**src/rtl/speed_cfg_pkg.sv**
```systemverilog
// rtl/speed_cfg_pkg.sv - speed codes, sequencer state type and sizing helper
package speed_cfg_pkg;

    localparam logic [1:0] SPEED_10M   = 2'b00;
    localparam logic [1:0] SPEED_100M  = 2'b01;
    localparam logic [1:0] SPEED_1000M = 2'b10;
    localparam logic [1:0] SPEED_RSVD  = 2'b11;

    typedef enum logic [2:0] {
        ST_IDLE    = 3'd0,
        ST_QUIESCE = 3'd1,
        ST_RESET   = 3'd2,
        ST_APPLY   = 3'd3,
        ST_SETTLE  = 3'd4
    } seq_state_t;

    // Largest of three cycle parameters; sizes the shared phase counter.
    function automatic int max3(input int a, input int b, input int c);
        int m;
        m = a;
        if (b > m) m = b;
        if (c > m) m = c;
        return m;
    endfunction

endpackage

```
**src/rtl/speed_stable_filter.sv**
```systemverilog
// rtl/speed_stable_filter.sv - accepts a speed code once it has been sampled unchanged STABLE_CYCLES times
module speed_stable_filter
    import speed_cfg_pkg::*;
#(
    parameter int         STABLE_CYCLES = 16,
    parameter logic [1:0] RESET_VAL     = SPEED_1000M
) (
    input  logic       clk,
    input  logic       rst,
    input  logic [1:0] speed_in,
    output logic [1:0] stable_val
);

    localparam int            CW      = $clog2(STABLE_CYCLES) + 1;
    localparam logic [CW-1:0] CNT_MAX = CW'(STABLE_CYCLES);

    logic [1:0]    prev_q, prev_d;
    logic [CW-1:0] cnt_q, cnt_d;
    logic [1:0]    stable_q, stable_d;

    // Run length of the current sample value; a new value restarts the run at one
    // because the edge that sees it already counts as its first sample.
    always_comb begin
        prev_d   = speed_in;
        cnt_d    = cnt_q;
        stable_d = stable_q;
        if (speed_in != prev_q) begin
            cnt_d = CW'(1);
        end else if (cnt_q < CNT_MAX) begin
            cnt_d = cnt_q + CW'(1);
        end
        if (cnt_d == CNT_MAX) begin
            stable_d = speed_in;
        end
    end

    // Filter registers.
    always_ff @(posedge clk or posedge rst) begin
        if (rst) begin
            prev_q   <= RESET_VAL;
            cnt_q    <= '0;
            stable_q <= RESET_VAL;
        end else begin
            prev_q   <= prev_d;
            cnt_q    <= cnt_d;
            stable_q <= stable_d;
        end
    end

    assign stable_val = stable_q;

endmodule

```
**src/rtl/speed_change_sequencer.sv**
```systemverilog
// rtl/speed_change_sequencer.sv - quiesce/reset/apply/settle sequencer for MAC speed changes (SPEED_SEQ_CHANGE_CNT_EN adds change_cnt)
module speed_change_sequencer
    import speed_cfg_pkg::*;
#(
    parameter int         STABLE_CYCLES  = 16,
    parameter int         RST_CYCLES     = 32,
    parameter int         SETTLE_CYCLES  = 64,
    parameter int         TIMEOUT_CYCLES = 1024,
    parameter logic [1:0] DEFAULT_SPEED  = 2'b10
) (
    input  logic       out_clk,
    input  logic       out_reset,
    input  logic [1:0] speed_in,
    input  logic       mac_idle,
    output logic       mac_hold,
    output logic       mac_rst,
    output logic [1:0] speed_out,
    output logic       busy,
    output logic       timeout_err,
    output logic       rsvd_err
`ifdef SPEED_SEQ_CHANGE_CNT_EN
    ,
    output logic [7:0] change_cnt
`endif
);

    localparam int            CW          = $clog2(max3(RST_CYCLES, SETTLE_CYCLES, TIMEOUT_CYCLES)) + 1;
    localparam logic [CW-1:0] QUIET_LAST  = CW'(TIMEOUT_CYCLES - 1);
    localparam logic [CW-1:0] RST_LAST    = CW'(RST_CYCLES - 1);
    localparam logic [CW-1:0] SETTLE_LAST = CW'(SETTLE_CYCLES - 1);

    logic [1:0]    stable_val;

    seq_state_t    state_q, state_d;
    logic [CW-1:0] cyc_q, cyc_d;
    logic [1:0]    target_q, target_d;
    logic [1:0]    speed_out_q, speed_out_d;
    logic          mac_hold_q, mac_hold_d;
    logic          mac_rst_q, mac_rst_d;
    logic          busy_q, busy_d;
    logic          timeout_err_q, timeout_err_d;
    logic          rsvd_err_q, rsvd_err_d;

    speed_stable_filter #(
        .STABLE_CYCLES (STABLE_CYCLES),
        .RESET_VAL     (DEFAULT_SPEED)
    ) u_filter (
        .clk        (out_clk),
        .rst        (out_reset),
        .speed_in   (speed_in),
        .stable_val (stable_val)
    );

    // Next state, phase counter and sticky flags. The target is captured only when
    // leaving IDLE so input changes mid-sequence wait for the next IDLE evaluation.
    always_comb begin
        state_d       = state_q;
        cyc_d         = cyc_q;
        target_d      = target_q;
        speed_out_d   = speed_out_q;
        timeout_err_d = timeout_err_q;
        rsvd_err_d    = rsvd_err_q | (stable_val == SPEED_RSVD);
        case (state_q)
            ST_IDLE: begin
                if ((stable_val != speed_out_q) && (stable_val != SPEED_RSVD)) begin
                    state_d  = ST_QUIESCE;
                    target_d = stable_val;
                    cyc_d    = '0;
                end
            end
            ST_QUIESCE: begin
                if (mac_idle) begin
                    state_d = ST_RESET;
                    cyc_d   = '0;
                end else if (cyc_q == QUIET_LAST) begin
                    state_d       = ST_RESET;
                    cyc_d         = '0;
                    timeout_err_d = 1'b1;
                end else begin
                    cyc_d = cyc_q + CW'(1);
                end
            end
            ST_RESET: begin
                if (cyc_q == RST_LAST) begin
                    state_d     = ST_APPLY;
                    cyc_d       = '0;
                    speed_out_d = target_q;
                end else begin
                    cyc_d = cyc_q + CW'(1);
                end
            end
            ST_APPLY: begin
                state_d = ST_SETTLE;
                cyc_d   = '0;
            end
            ST_SETTLE: begin
                if (cyc_q == SETTLE_LAST) begin
                    state_d = ST_IDLE;
                    cyc_d   = '0;
                end else begin
                    cyc_d = cyc_q + CW'(1);
                end
            end
            default: begin
                state_d = ST_IDLE;
                cyc_d   = '0;
            end
        endcase
    end

    // Outputs are decoded from the next state so they register in step with it.
    always_comb begin
        mac_hold_d = (state_d != ST_IDLE);
        mac_rst_d  = (state_d == ST_RESET);
        busy_d     = (state_d != ST_IDLE);
    end

    // Sequencer registers; reset aborts any sequence with no partial speed update.
    always_ff @(posedge out_clk or posedge out_reset) begin
        if (out_reset) begin
            state_q       <= ST_IDLE;
            cyc_q         <= '0;
            target_q      <= DEFAULT_SPEED;
            speed_out_q   <= DEFAULT_SPEED;
            mac_hold_q    <= 1'b0;
            mac_rst_q     <= 1'b0;
            busy_q        <= 1'b0;
            timeout_err_q <= 1'b0;
            rsvd_err_q    <= 1'b0;
        end else begin
            state_q       <= state_d;
            cyc_q         <= cyc_d;
            target_q      <= target_d;
            speed_out_q   <= speed_out_d;
            mac_hold_q    <= mac_hold_d;
            mac_rst_q     <= mac_rst_d;
            busy_q        <= busy_d;
            timeout_err_q <= timeout_err_d;
            rsvd_err_q    <= rsvd_err_d;
        end
    end

    assign mac_hold    = mac_hold_q;
    assign mac_rst     = mac_rst_q;
    assign speed_out   = speed_out_q;
    assign busy        = busy_q;
    assign timeout_err = timeout_err_q;
    assign rsvd_err    = rsvd_err_q;

`ifdef SPEED_SEQ_CHANGE_CNT_EN
    logic [7:0] change_cnt_q, change_cnt_d;

    // Count applied speed changes, holding at the maximum.
    always_comb begin
        change_cnt_d = change_cnt_q;
        if ((state_d == ST_APPLY) && (change_cnt_q != 8'hFF)) begin
            change_cnt_d = change_cnt_q + 8'd1;
        end
    end

    // Change counter register.
    always_ff @(posedge out_clk or posedge out_reset) begin
        if (out_reset) begin
            change_cnt_q <= 8'd0;
        end else begin
            change_cnt_q <= change_cnt_d;
        end
    end

    assign change_cnt = change_cnt_q;
`endif

endmodule

```
**config.mk**
```make
export PLATFORM = sky130hd
export DESIGN_NAME = speed_change_sequencer
export DESIGN_NICKNAME = d
export VERILOG_FILES = /design/src/rtl/speed_cfg_pkg.sv /design/src/rtl/speed_stable_filter.sv /design/src/rtl/speed_change_sequencer.sv
export SDC_FILE = /design/constraint.sdc
export NUM_CORES = 1
export LEC_CHECK = 0
export ABC_AREA = 1
export CORE_ASPECT_RATIO = 0.9
export CORE_MARGIN = 3
export CORE_UTILIZATION = 55
export DETAILED_ROUTE_END_ITERATION = 10
export PLACE_DENSITY_LB_ADDON = 0.05
export SYNTH_ARGS = -nofsm -noshare
export SYNTH_HDL_FRONTEND = slang
export SYNTH_SLANG_ARGS = --single-unit
```
**constraint.sdc**
```tcl
create_clock -name out_clk -period 2.8 [get_ports out_clk]
set_clock_uncertainty 0.1 [all_clocks]
set_input_delay 0.56 -clock out_clk [delete_from_list [all_inputs] [get_ports out_clk]]
set_output_delay 0.56 -clock out_clk [all_outputs]
set_load 0.01 [all_outputs]
```
; Word level (Yosys, flattened, before mapping)
; Index checks and enable logic that the tools add are counted.
[word_totals]
regBits = 31
out_inout_bits = 7
input_bits = 5
[classes]
n_addsub = 2
n_mux = 14
eq_ne = 14
order_cmp = 1
n_reduce_logical = 6
bitwise_logic = 2
[ops]
columns = cell, n
row1 = 11-bit 2-to-1 mux, 5
row2 = 11-bit case mux with 4 select lines, 1
row3 = 3-bit 2-to-1 mux, 5
row4 = 3-bit case mux with 5 select lines, 1
row5 = 11-bit by 1-bit adder with 11-bit output (second input constant), 1
row6 = 11-bit by 10-bit equality test with 1-bit output (second input constant), 1
row7 = 11-bit by 5-bit equality test with 1-bit output (second input constant), 1
row8 = 11-bit by 6-bit equality test with 1-bit output (second input constant), 1
row9 = 5-bit 2-to-1 mux, 2
row10 = 3-bit by 2-bit equality test with 1-bit output (second input constant), 3
row11 = 5-bit by 1-bit adder with 5-bit output (second input constant), 1
row12 = 5-bit equality test (second input constant), 1
row13 = 5-bit < comparator (second input constant), 1
row14 = 2-bit != test, 2
row15 = 2-bit != test (second input constant), 2
row16 = 2-bit AND reduction, 2
row17 = 3-bit by 1-bit equality test with 1-bit output (second input constant), 1
row18 = 3-bit equality test (second input constant), 1
row19 = 3-bit logical NOT, 1
row20 = 3-bit AND reduction, 1
row21 = 3-bit nonzero test, 1
row22 = 2-bit equality test (second input constant), 1
row23 = 1-bit logical AND, 1
row24 = 1-bit inverter, 1
row25 = 1-bit bitwise OR, 1

; Longest topological paths before layout
; Gate-level depths: netlist of run 1.
[logic_depth]
word_depth = 5
mapped_depth = 9

; Cells and area by module
; A second synthesis of run 1 with hierarchy kept.
[hier_totals]
cells_unflattened = 249
hier_area_um2 = 1931.9
[modules_own_cells]
columns = module, area_per_inst_um2, cells_each, seq_area_each_um2, n_inst
row1 = speed_change_sequencer, 1443.9, 188, 553.0, 1
row2 = speed_stable_filter, 488.0, 61, 227.7, 1

; Worst setup path before layout of run 1
; No wires, ideal clock.
[synth_timing]
kind = flip-flop to flip-flop
startpoint = register u_filter.cnt_q[0]
endpoint = register u_filter.stable_q[0] (netlist: u_filter.stable_val[0])
arrival_ns = 1.392
setup_slack_ns = 1.191
path_stages_with_launch = 9
path_cell_list = dfrtp_1 -> ha_1 -> or2_2 -> o21ai_1 -> nand2_1 -> nor2_2 -> nand3_1 -> nand2_1 -> nand2_1
[synth_via]
elab_chain_len = 4
[synth_lines]
columns = item, line
row1 = start: declaration, speed_stable_filter.sv:18  ; logic [CW-1:0] cnt_q, cnt_d;
row2 = start signal: assignment, speed_stable_filter.sv:45  ; cnt_q <= cnt_d;
row3 = 5-bit by 1-bit adder with 5-bit output or 5-bit < comparator (tied branches), "speed_stable_filter.sv:30, speed_stable_filter.sv:29"
row4 = 5-bit 2-to-1 mux *, speed_stable_filter.sv:29  ; end else if (cnt_q < CNT_MAX) begin
row5 = 5-bit 2-to-1 mux *, speed_stable_filter.sv:27  ; if (speed_in != prev_q) begin
row6 = 5-bit equality test *, speed_stable_filter.sv:32  ; if (cnt_d == CNT_MAX) begin
row7 = end signal: assignment, speed_stable_filter.sv:46  ; stable_q <= stable_d;
row8 = end: declaration, speed_stable_filter.sv:19  ; logic [1:0] stable_q, stable_d;
; Every way passes the cells marked *; elsewhere a longest branch is shown, timed or not.
; A chain may end at the register's enable or synchronous reset.

; Worst setup path in the final report of run 1
[layout_timing]
startpoint = register speed_out_q[1] (netlist: speed_out[1])
endpoint = output speed_out[1]
[layout_lines]
columns = item, line
row1 = start: declaration, speed_change_sequencer.sv:37  ; logic [1:0] speed_out_q, speed_out_d;
row2 = start signal: assignment, speed_change_sequencer.sv:134  ; speed_out_q <= speed_out_d;
row3 = end: declaration, speed_change_sequencer.sv:17  ; output logic [1:0] speed_out,
; No word-level cell between the ends.

==> results_dict.tcl, run 1 <==
set metrics [dict create \
    regArea_sq_um 781 \
    clock_latency_ns 0.33 \
    crit_start "speed_out[1]" \
    die_h_um 59.4 \
    cts_root_buffer "clkbuf_4" \
    fin_tns_setup_ns 0 \
    syn_nets 223 \
    arrival_ns 1.40 \
    syn_to_final_growth_pct 13.1 \
    grt_pass1_wl_um 6420 \
    critPathLaunchType "register" \
    clk_pin_slew_ns 0.09 \
    num_vias 1468 \
    dp_hpwl_um 2750 \
    whs_ns 0.370 \
    finalHoldViolCount 0 \
    wl_um 3660 \
    finalSetupViolCount 0 \
    antenna_cells 0 \
    ant_nets 0 \
    outcome "finished clean" \
    postLayoutCellArea_sq_um 1970 \
    ir_drop_v 0.000377 \
    grt_max_degree 32 \
    antenna_found_initial 0 \
    p_leak_uw 0.00105 \
    fill_cells 246 \
    grt_remaining_overflow 0 \
    dpl.cell_count 267 \
    cts-buffers-inserted 5 \
    drive_above_1_share_pct 12.8 \
    rows 18 \
    relSlewSlack_pct 74.5 \
    cp_slowest_stage_delay_ns 0.55 \
    r2r_start "cyc_q[0]" \
    ys_warn_count 0 \
    dr.first_iter.drc_count 87 \
    cts_setup_buffers 0 \
    place.gp.congestion 0.912 \
    ios 12 \
    critPathKind "register to output port" \
    crit_chain "clkdlybuf4s50_1" \
    dr.pass1.iters 4 \
    wl_per_cell_um 13.3 \
    post_cts_resized 0 \
    nets 241 \
    min-delay-path-class "register to register" \
    hold_buffers 0 \
    synth_cells 216 \
    synth-seq-area-share_pct 44.8 \
    worst_pin_slew_ns 0.382 \
    rsz0062_at_grt "false" \
    maxCapViolations 0 \
    cts_num_sinks 31 \
    grt_pass1_vias 1471 \
    die_w_um 65.4 \
    floorplan.core_area_sq_um 2880 \
    slowest_stage "dfstp_2" \
    start_util_pct 60.5 \
    critical_path.top_delay_family "flip-flops" \
    period_share_pct 73.5 \
    r2r_slack_ns 0.99 \
    crit_end "speed_out[1]" \
    netlist_area_sq_um 1740 \
    required_ns 2.14 \
    stdcell_count 275 \
    dpl_cell_area_sq_um 1900 \
    ys_seq_elements 31 \
    grt_util_all_layers_pct 22.1 \
    syn_area_per_cell_sq_um 8.07 \
    cp-end-kind "output port" \
    r2r-end "cyc_q[10]" \
    synth_cell_types 29 \
    h-tree-depth 2 \
    multiInputGateArea_sq_um 825 \
    clock.fmax_mhz 486 \
    ff2ff_path_depth 8 \
    drc 0 \
    drv_slew 0 \
    finalCriticalPeriod_ns 2.06 \
    viasPerCell 5.34 \
    clockBufferDepth 2 \
    worst-path-buf-inv 1 \
    power_density_nw_per_um2 456 \
    p_total_uw 901 \
    portBuffers 11 \
    worst-path-stages 1 \
    path_max_fanout 3 \
    die_area_sq_um 3880 \
    cts_tree "yes" \
]
-- power by group --
group | leakage (uW) | internal [uW] | total (uW) | switching, uW
Clock | 0.0000386 | 148 | 296 | 148
Combinational | 0.000599 | 41.9 | 112 | 69.7
Sequential | 0.000410 | 467 | 493 | 26.5
-- layer usage --
layer  GRT usage, %  vias up  routed length [um]
li1               -      739                   -
met1           27.6      680                1670
met2           35.5       40                1730
met3           7.02        9                 203
met4           9.47        0                  51
met5              0        -                   0
-- synthesized netlist by cell type --
cell type	n	area share [%]
nand2_4	2	1.3
o21bai_1	1	0.43
nor2_2	2	0.72
nor3_4	1	0.93
ha_1	2	1.4
nand2_1	55	12
dfrtp_1	27	39
a21o_1	1	0.43
nor2_8	1	1.1
o21ai_1	2	0.57
nand3_1	24	6.9
nand4_4	1	1.2
or2_2	2	0.72
dfstp_2	4	6.0
nand4_1	13	4.7
nand3_2	3	1.7
o21ai_0	9	2.6
a21oi_2	1	0.50
xnor2_1	2	1.0
nand2_2	1	0.36
or2_1	1	0.36
xor2_1	4	2.0
o31ai_1	1	0.43
buf_4	1	0.43
inv_1	33	7.1
o211ai_1	4	1.7
inv_2	2	0.43
nor2_4	2	1.3
nor2_1	14	3.0
-- through the flow --
stage               setup WS (ns)  util [%]
global placement            0.811      66.1
CTS                         0.723      68.4
detailed placement          0.724      66.1
floorplan                    1.19         -
finish                      0.741      68.4
global route                0.689      68.4
-- cell type report --
type                            instances  share of cell area [%]
Clock buffer                            8                    3.49
Inverter                               35                    6.66
Multi-Input combinational cell        149                    41.8
Sequential cell                        31                    39.6
Tap cell                               40                    2.54
Timing Repair Buffer                   12                    5.96
-- cells in the final DEF, fill, tap and decap left out, drive strengths merged --
cell type / Yosys / layout
dfstp: 4 / 4
nor3: 1 / 1
or2: 3 / 3
dfrtp: 27 / 27
o21ai: 11 / 11
o211ai: 4 / 4
clkdlybuf4s50: 0 / 11
nand2: 58 / 58
xnor2: 2 / 2
a21oi: 1 / 1
xor2: 4 / 4
clkbuf: 0 / 8
buf: 1 / 1
inv: 35 / 35
ha: 2 / 2
o21bai: 1 / 1
nor2: 19 / 19
nand3: 27 / 27
nand4: 14 / 14
o31ai: 1 / 1
a21o: 1 / 1
-- flip-flops by register name, summed over array words and instances (netlist names) --
| name | cells |
|---|---|
| u_filter.cnt_q | 5 |
| mac_rst | 1 |
| u_filter.prev_q | 2 |
| target_q | 2 |
| timeout_err | 1 |
| speed_out | 2 |
| state_q | 3 |
| u_filter.stable_val | 2 |
| cyc_q | 11 |
| rsvd_err | 1 |
| busy | 1 |
-- cell families after synthesis --
group	Yosys count	share of synthesized area (%)
buf+inv	36	7.96
compound gates	19	6.67
flops	31	44.8
xor+xnor	6	3.01
fa+ha+maj	2	1.43
simple gates	122	36.2
-- worst min-delay path by stage --
stage                     slack [ns]                     end  cells after the start                    from
after floorplan                 0.34  u_filter.stable_val[0]                      2  u_filter.stable_val[0]
after CTS                       0.38  u_filter.stable_val[1]                      2  u_filter.stable_val[1]
after global routing            0.39             timeout_err                      1             timeout_err
after detailed placement        0.35             timeout_err                      1             timeout_err
after global placement          0.34             timeout_err                      1             timeout_err
final                           0.37             timeout_err                      1             timeout_err
(Power assumes the default switching activity.)
==> inputs of run 2 (changes only) <==
--- a/config.mk
+++ b/config.mk
@@ -8,7 +8,7 @@
 export ABC_AREA = 1
 export CORE_ASPECT_RATIO = 0.9
 export CORE_MARGIN = 3
-export CORE_UTILIZATION = 55
+export CORE_UTILIZATION = 52
 export DETAILED_ROUTE_END_ITERATION = 10
 export PLACE_DENSITY_LB_ADDON = 0.05
 export SYNTH_ARGS = -nofsm -noshare
==> constraint.sdc (replaced) <==
create_clock -name out_clk -period 1.75 [get_ports out_clk]
set_clock_uncertainty 0.1 [all_clocks]
set_input_delay 0.35 -clock out_clk [delete_from_list [all_inputs] [get_ports out_clk]]
set_output_delay 0.35 -clock out_clk [all_outputs]
set_load 0.01 [all_outputs]
==> run 2 against run 1 <==
  * Cell count rose by 4.7%
  * Total power rose by 72%
  * Via count grew 4.6%
  * Sequential cell count stayed put
  * Clock power up 80%
  * Critical path type is now register to register
==> results_dict.tcl, run 2 (synthesis results as in run 1) <==
set metrics [dict create \
    dr.first_iter.drc_count 124 \
    cts-buffers-inserted 5 \
    finalHoldViolCount 0 \
    drc 0 \
    maxCapViolations 0 \
    power.sequential.fraction_pct 50.1 \
    fill_cells 284 \
    cp_slowest_stage_delay_ns 0.39 \
    outcome "finished clean" \
    cts_root_buffer "clkbuf_8" \
    antenna_cells 0 \
    min-delay-path-class "input pin to asynchronous set/reset pin" \
    slowest_stage "dfrtp_1" \
    sw_frac_of_total_pct 27.0 \
    worst_pin_slew_ns 0.382 \
    clock_latency_ns 0.28 \
    period_share_pct 95.8 \
    portBuffers 11 \
    finalCriticalPeriod_ns 1.68 \
    antenna_found_initial 0 \
    grt_remaining_overflow 0 \
    die_h_um 60.9 \
    required_ns 1.87 \
    ios 12 \
    critPathKind "register to register" \
    nets 252 \
    worst-path-buf-inv 1 \
    p_clk_share_pct 34.5 \
    clockBufferDepth 2 \
    clk_pin_slew_ns 0.06 \
    ant_nets 0 \
    num_vias 1535 \
    top_register "cyc_q" \
    hold_buffers 0 \
    drv_slew 0 \
    p_int_uw 1130 \
    grt_pass1_vias 1434 \
    viasPerCell 5.33 \
    critPathLaunchType "register" \
    dr.pass1.iters 4 \
    dpl.cell_count 276 \
    drive_above_1_share_pct 17.5 \
    die_area_sq_um 4090 \
    whs_ns 0.365 \
    grt_pass1_wl_um 6390 \
    wl_um 3820 \
    largest_register_ff_count 11 \
    power_frac_comb_pct 15.4 \
    floorplan.core_area_sq_um 3140 \
    start_util_pct 55.6 \
    arrival_ns 1.80 \
    ir_drop_v 0.000560 \
    clock.fmax_mhz 597 \
    die_w_um 67.1 \
    cts_num_sinks 31 \
    power_switching_uw 417 \
    fin_tns_setup_ns 0 \
    syn_to_final_growth_pct 19.4 \
    wl_per_cell_um 13.2 \
    h-tree-depth 2 \
    cts_tree "yes" \
    finalSetupViolCount 0 \
    critical_path.top_delay_family "simple AND/OR/NAND/NOR gates" \
    path_max_fanout 3 \
    stdcell_count 288 \
    rows 19 \
    power_density_nw_per_um2 743 \
    relSlewSlack_pct 74.5 \
    crit_chain "ha_1 -> or2_4 -> o21ai_2 -> nand2_1 -> nor2_2 -> buf_4 -> nand4_1 -> nand2_1" \
    final_cell_mix "nand2_1, inv_1, dfrtp_1" \
    reg_top3 "cyc_q x11, u_filter.cnt_q x5, state_q x3" \
    place.gp.congestion 0.864 \
    layout_commonest_cell "nand2_1" \
    grt_util_all_layers_pct 21.6 \
    cp_common_cell "nand2_1" \
    cp-end-kind "register" \
    final_core_util_pct 66.4 \
    dp_hpwl_um 2870 \
    grt_max_degree 32 \
    p_leak_uw 0.00112 \
]
-- run 2: power by group through the flow --
stage / Combinational, uW / Sequential (uW) / Clock, uW
after detailed placement: 206 / 789 / 0
after global placement: 199 / 786 / 0
after floorplan: 120 / 792 / 0
after global routing: 263 / 778 / 579
after CTS: 213 / 776 / 552
final: 238 / 775 / 534
-- run 2: final timing paths --
check | from | end | slack [ns] | depth (start not counted)
setup / recovery | u_filter.cnt_q[1] | u_filter.stable_val[0] | 0.07 | 8
hold / removal | out_reset | u_filter.stable_val[0] | 0.36 | 3
setup reg to reg | u_filter.cnt_q[1] | u_filter.stable_val[0] | 0.07 | 8
hold reg to reg | timeout_err | timeout_err | 0.37 | 1
max in group asynchronous | out_reset | u_filter.stable_val[1] | 0.87 | 3
min in group out_clk | timeout_err | timeout_err | 0.37 | 1
-- run 2: metal layers --
layer / GRT usage [%] / routed length (um) / vias to the layer above
met5: 0 / 0 / -
met4: 9.54 / 66 / 0
met3: 5.00 / 218 / 7
met2: 32.8 / 1780 / 49
met1: 29.6 / 1750 / 720
li1: - / - / 759
-- run 2: what timing repair did --
action / in CTS / in global routing
gates resized for setup: 1 / 4
endpoints found under the hold margin: 0 / 0
pin swaps: 0 / 4
endpoints found under the setup margin: 2 / 11
setup buffers: 1 / 3
-- run 2: tightest hold or removal path, cell delays in order --
cell and delay (ns):
clkdlybuf4s50_1 0.41, inv_1 0.06, buf_4 0.35
-- run 2: layout make-up --
cell class	instances	area [sq um]	share of cell area [%]
multi-input cells	149	838	40.2
flip-flops and latches	31	781	37.5
repair buffers	23	199	9.55
inverters	35	131	6.31
clock buffers	7	76.3	3.66
well taps	42	52.6	2.52
clock inverters	1	5.00	0.240
-- run 2: per-stage QoR --
step / worst slack (ns) / total power, uW / area (sq um)
6_report: 0.0736 / 1550 / 2080
5_1_grt: -0.0170 / 1620 / 2080
4_1_cts: 0.00830 / 1540 / 2050
3_5_place_dp: -0.0849 / 995 / 1960
3_3_place_gp: 0.0199 / 985 / 1960
2_1_floorplan: 0.141 / 912 / 1740
==> inputs of run 3 (changes only) <==
--- a/config.mk
+++ b/config.mk
@@ -8,7 +8,7 @@
 export ABC_AREA = 1
 export CORE_ASPECT_RATIO = 0.9
 export CORE_MARGIN = 3
-export CORE_UTILIZATION = 52
+export CORE_UTILIZATION = 51
 export DETAILED_ROUTE_END_ITERATION = 10
 export PLACE_DENSITY_LB_ADDON = 0.05
 export SYNTH_ARGS = -nofsm -noshare
==> run 3 against run 2 <==
  * Non-clock buffer count decreased by 2
  * Register-to-register slack about the same
  * Die area increased by 1.8%
  * Worst setup slack got worse by 0.0078 ns
  * Global-route usage decreased by 0.82 points
  * Critical endpoint unchanged
  * Via count decreased by 1.1%
  * Routed wire length decreased by 5.5%
==> results_dict.tcl, run 3 (synthesis results as in run 1) <==
set metrics [dict create \
    outcome "finished clean" \
    grt_pass1_vias 1450 \
    syn_to_final_growth_pct 21.1 \
    p_int_uw 1270 \
    wl_um 3610 \
    r2r-end "u_filter.stable_val[0]" \
    grt_max_degree 32 \
    start_util_pct 55.2 \
    ir_drop_v 0.000527 \
    final_cell_mix "nand2_1, inv_1, dfrtp_1" \
    finalHoldViolCount 0 \
    layout_commonest_cell "nand2_1" \
    p_leak_uw 0.00112 \
    cp-end-kind "register" \
    die_w_um 67.6 \
    maxCapViolations 0 \
    dp_hpwl_um 2780 \
    cts_tree "yes" \
    cts_num_sinks 31 \
    grt_util_all_layers_pct 20.7 \
    largest_register_ff_count 11 \
    place.gp.congestion 0.936 \
    fin_tns_setup_ns 0 \
    whs_ns 0.296 \
    drc 0 \
    h-tree-depth 2 \
    min-delay-path-class "input pin to asynchronous set/reset pin" \
    ios 12 \
    power_density_nw_per_um2 804 \
    clock.fmax_mhz 594 \
    dpl_cell_area_sq_um 1970 \
    clk_pin_slew_ns 0.07 \
    top_register "cyc_q" \
    clockBufferDepth 2 \
    finalSetupViolCount 0 \
    floorplan.core_area_sq_um 3160 \
    num_vias 1518 \
    hold_buffers 0 \
    antenna_found_initial 0 \
    crit_start "u_filter.cnt_q[1]" \
    ff2ff_path_depth 8 \
    worst_pin_slew_ns 0.357 \
    postLayoutCellArea_sq_um 2110 \
    power.sequential.fraction_pct 45.6 \
    cts_root_buffer "clkbuf_8" \
    relSlewSlack_pct 76.1 \
    arrival_ns 1.76 \
    drive_above_1_share_pct 17.6 \
    rows 19 \
    die_area_sq_um 4160 \
    ant_nets 0 \
    period_share_pct 96.2 \
    critPathKind "register to register" \
    grt_remaining_overflow 0 \
    r2r_slack_ns 0.07 \
    p_clk_share_pct 40.9 \
    viasPerCell 5.31 \
    antenna_cells 0 \
    power_switching_uw 429 \
    die_h_um 61.5 \
    dr.first_iter.drc_count 118 \
    required_ns 1.83 \
    grt_pass1_wl_um 6430 \
    r2r_start "u_filter.cnt_q[1]" \
    path_max_fanout 4 \
    cts-buffers-inserted 5 \
    p_total_uw 1700 \
    finalCriticalPeriod_ns 1.68 \
    clock_latency_ns 0.28 \
    nets 250 \
    sw_frac_of_total_pct 25.3 \
    drv_slew 0 \
    portBuffers 11 \
    power_frac_comb_pct 13.5 \
    reg_top3 "cyc_q x11, u_filter.cnt_q x5, state_q x3" \
    critPathLaunchType "register" \
    wl_per_cell_um 12.6 \
    dr.pass1.iters 5 \
]
run 3: cell types whose count changed in the layout (fill, tap and decap cells not counted), sizes merged:
cell	before	now
clkinv	1	2
buf	12	10
clkbuf	7	5
bufinv	0	1
run 3: critical path, cell delays in order (launching register included):
cell and delay (ns):
dfrtp_1 0.43, ha_1 0.31, or2_4 0.23, o21ai_2 0.06
nand2_1 0.09, nor2_2 0.17, nand3_2 0.09, nand2_1 0.06
nand2_1 0.04
run 3: layer usage:
layer	track usage, %	routed length (um)	share of wire, %	up-vias
li1	-	-	-	756
met1	27.4	1670	46	698
met2	32.5	1680	47	59
met3	5.11	222	6.2	5
met4	8.96	40	1.1	0
met5	0	0	0	-
run 3: repair_timing:
item                                    in CTS  in global routing
buffers inserted                             0                  2
pin swaps                                    0                  4
endpoints found under the setup margin       1                  8
resized for setup                            1                  4
run 3: power by group through the flow:
| stage | Sequential, uW | Clock, uW | Combinational (uW) |
|---|---|---|---|
| 2_1_floorplan | 792 | 0 | 120 |
| 3_3_place_gp | 786 | 0 | 205 |
| 3_5_place_dp | 789 | 0 | 214 |
| 4_1_cts | 776 | 705 | 215 |
| 5_1_grt | 778 | 742 | 259 |
| 6_report | 775 | 694 | 229 |
run 3: per-stage QoR:
stage                     std cells  utilization (%)  setup WS, ns
after floorplan                 216                -         0.141
after global placement          276             62.4        0.0274
after detailed placement        276             62.4       -0.0641
after CTS                       284             65.9       0.00861
after global routing            286             66.8       -0.0144
final                           286             66.8        0.0657
run 3: cell type report:
cell class                      count  area, sq um
Clock buffer                        5         68.8
Timing Repair Buffer               21          196
Multi-Input combinational cell    149          838
Clock inverter                      3         43.8
Inverter                           35          131
Sequential cell                    31          781
Tap cell                           42         52.6
Fill cell                         258         1050
run 3: worst max path at each step:
stage	endpoint	slack (ns)	depth (start not counted)
6_report	u_filter.stable_val[0]	0.07	8
5_1_grt	u_filter.stable_val[0]	-0.01	8
4_1_cts	u_filter.stable_val[0]	0.009	8
3_5_place_dp	u_filter.stable_val[0]	-0.06	7
3_3_place_gp	u_filter.stable_val[0]	0.03	7
2_1_floorplan	u_filter.stable_val[0]	0.14	8
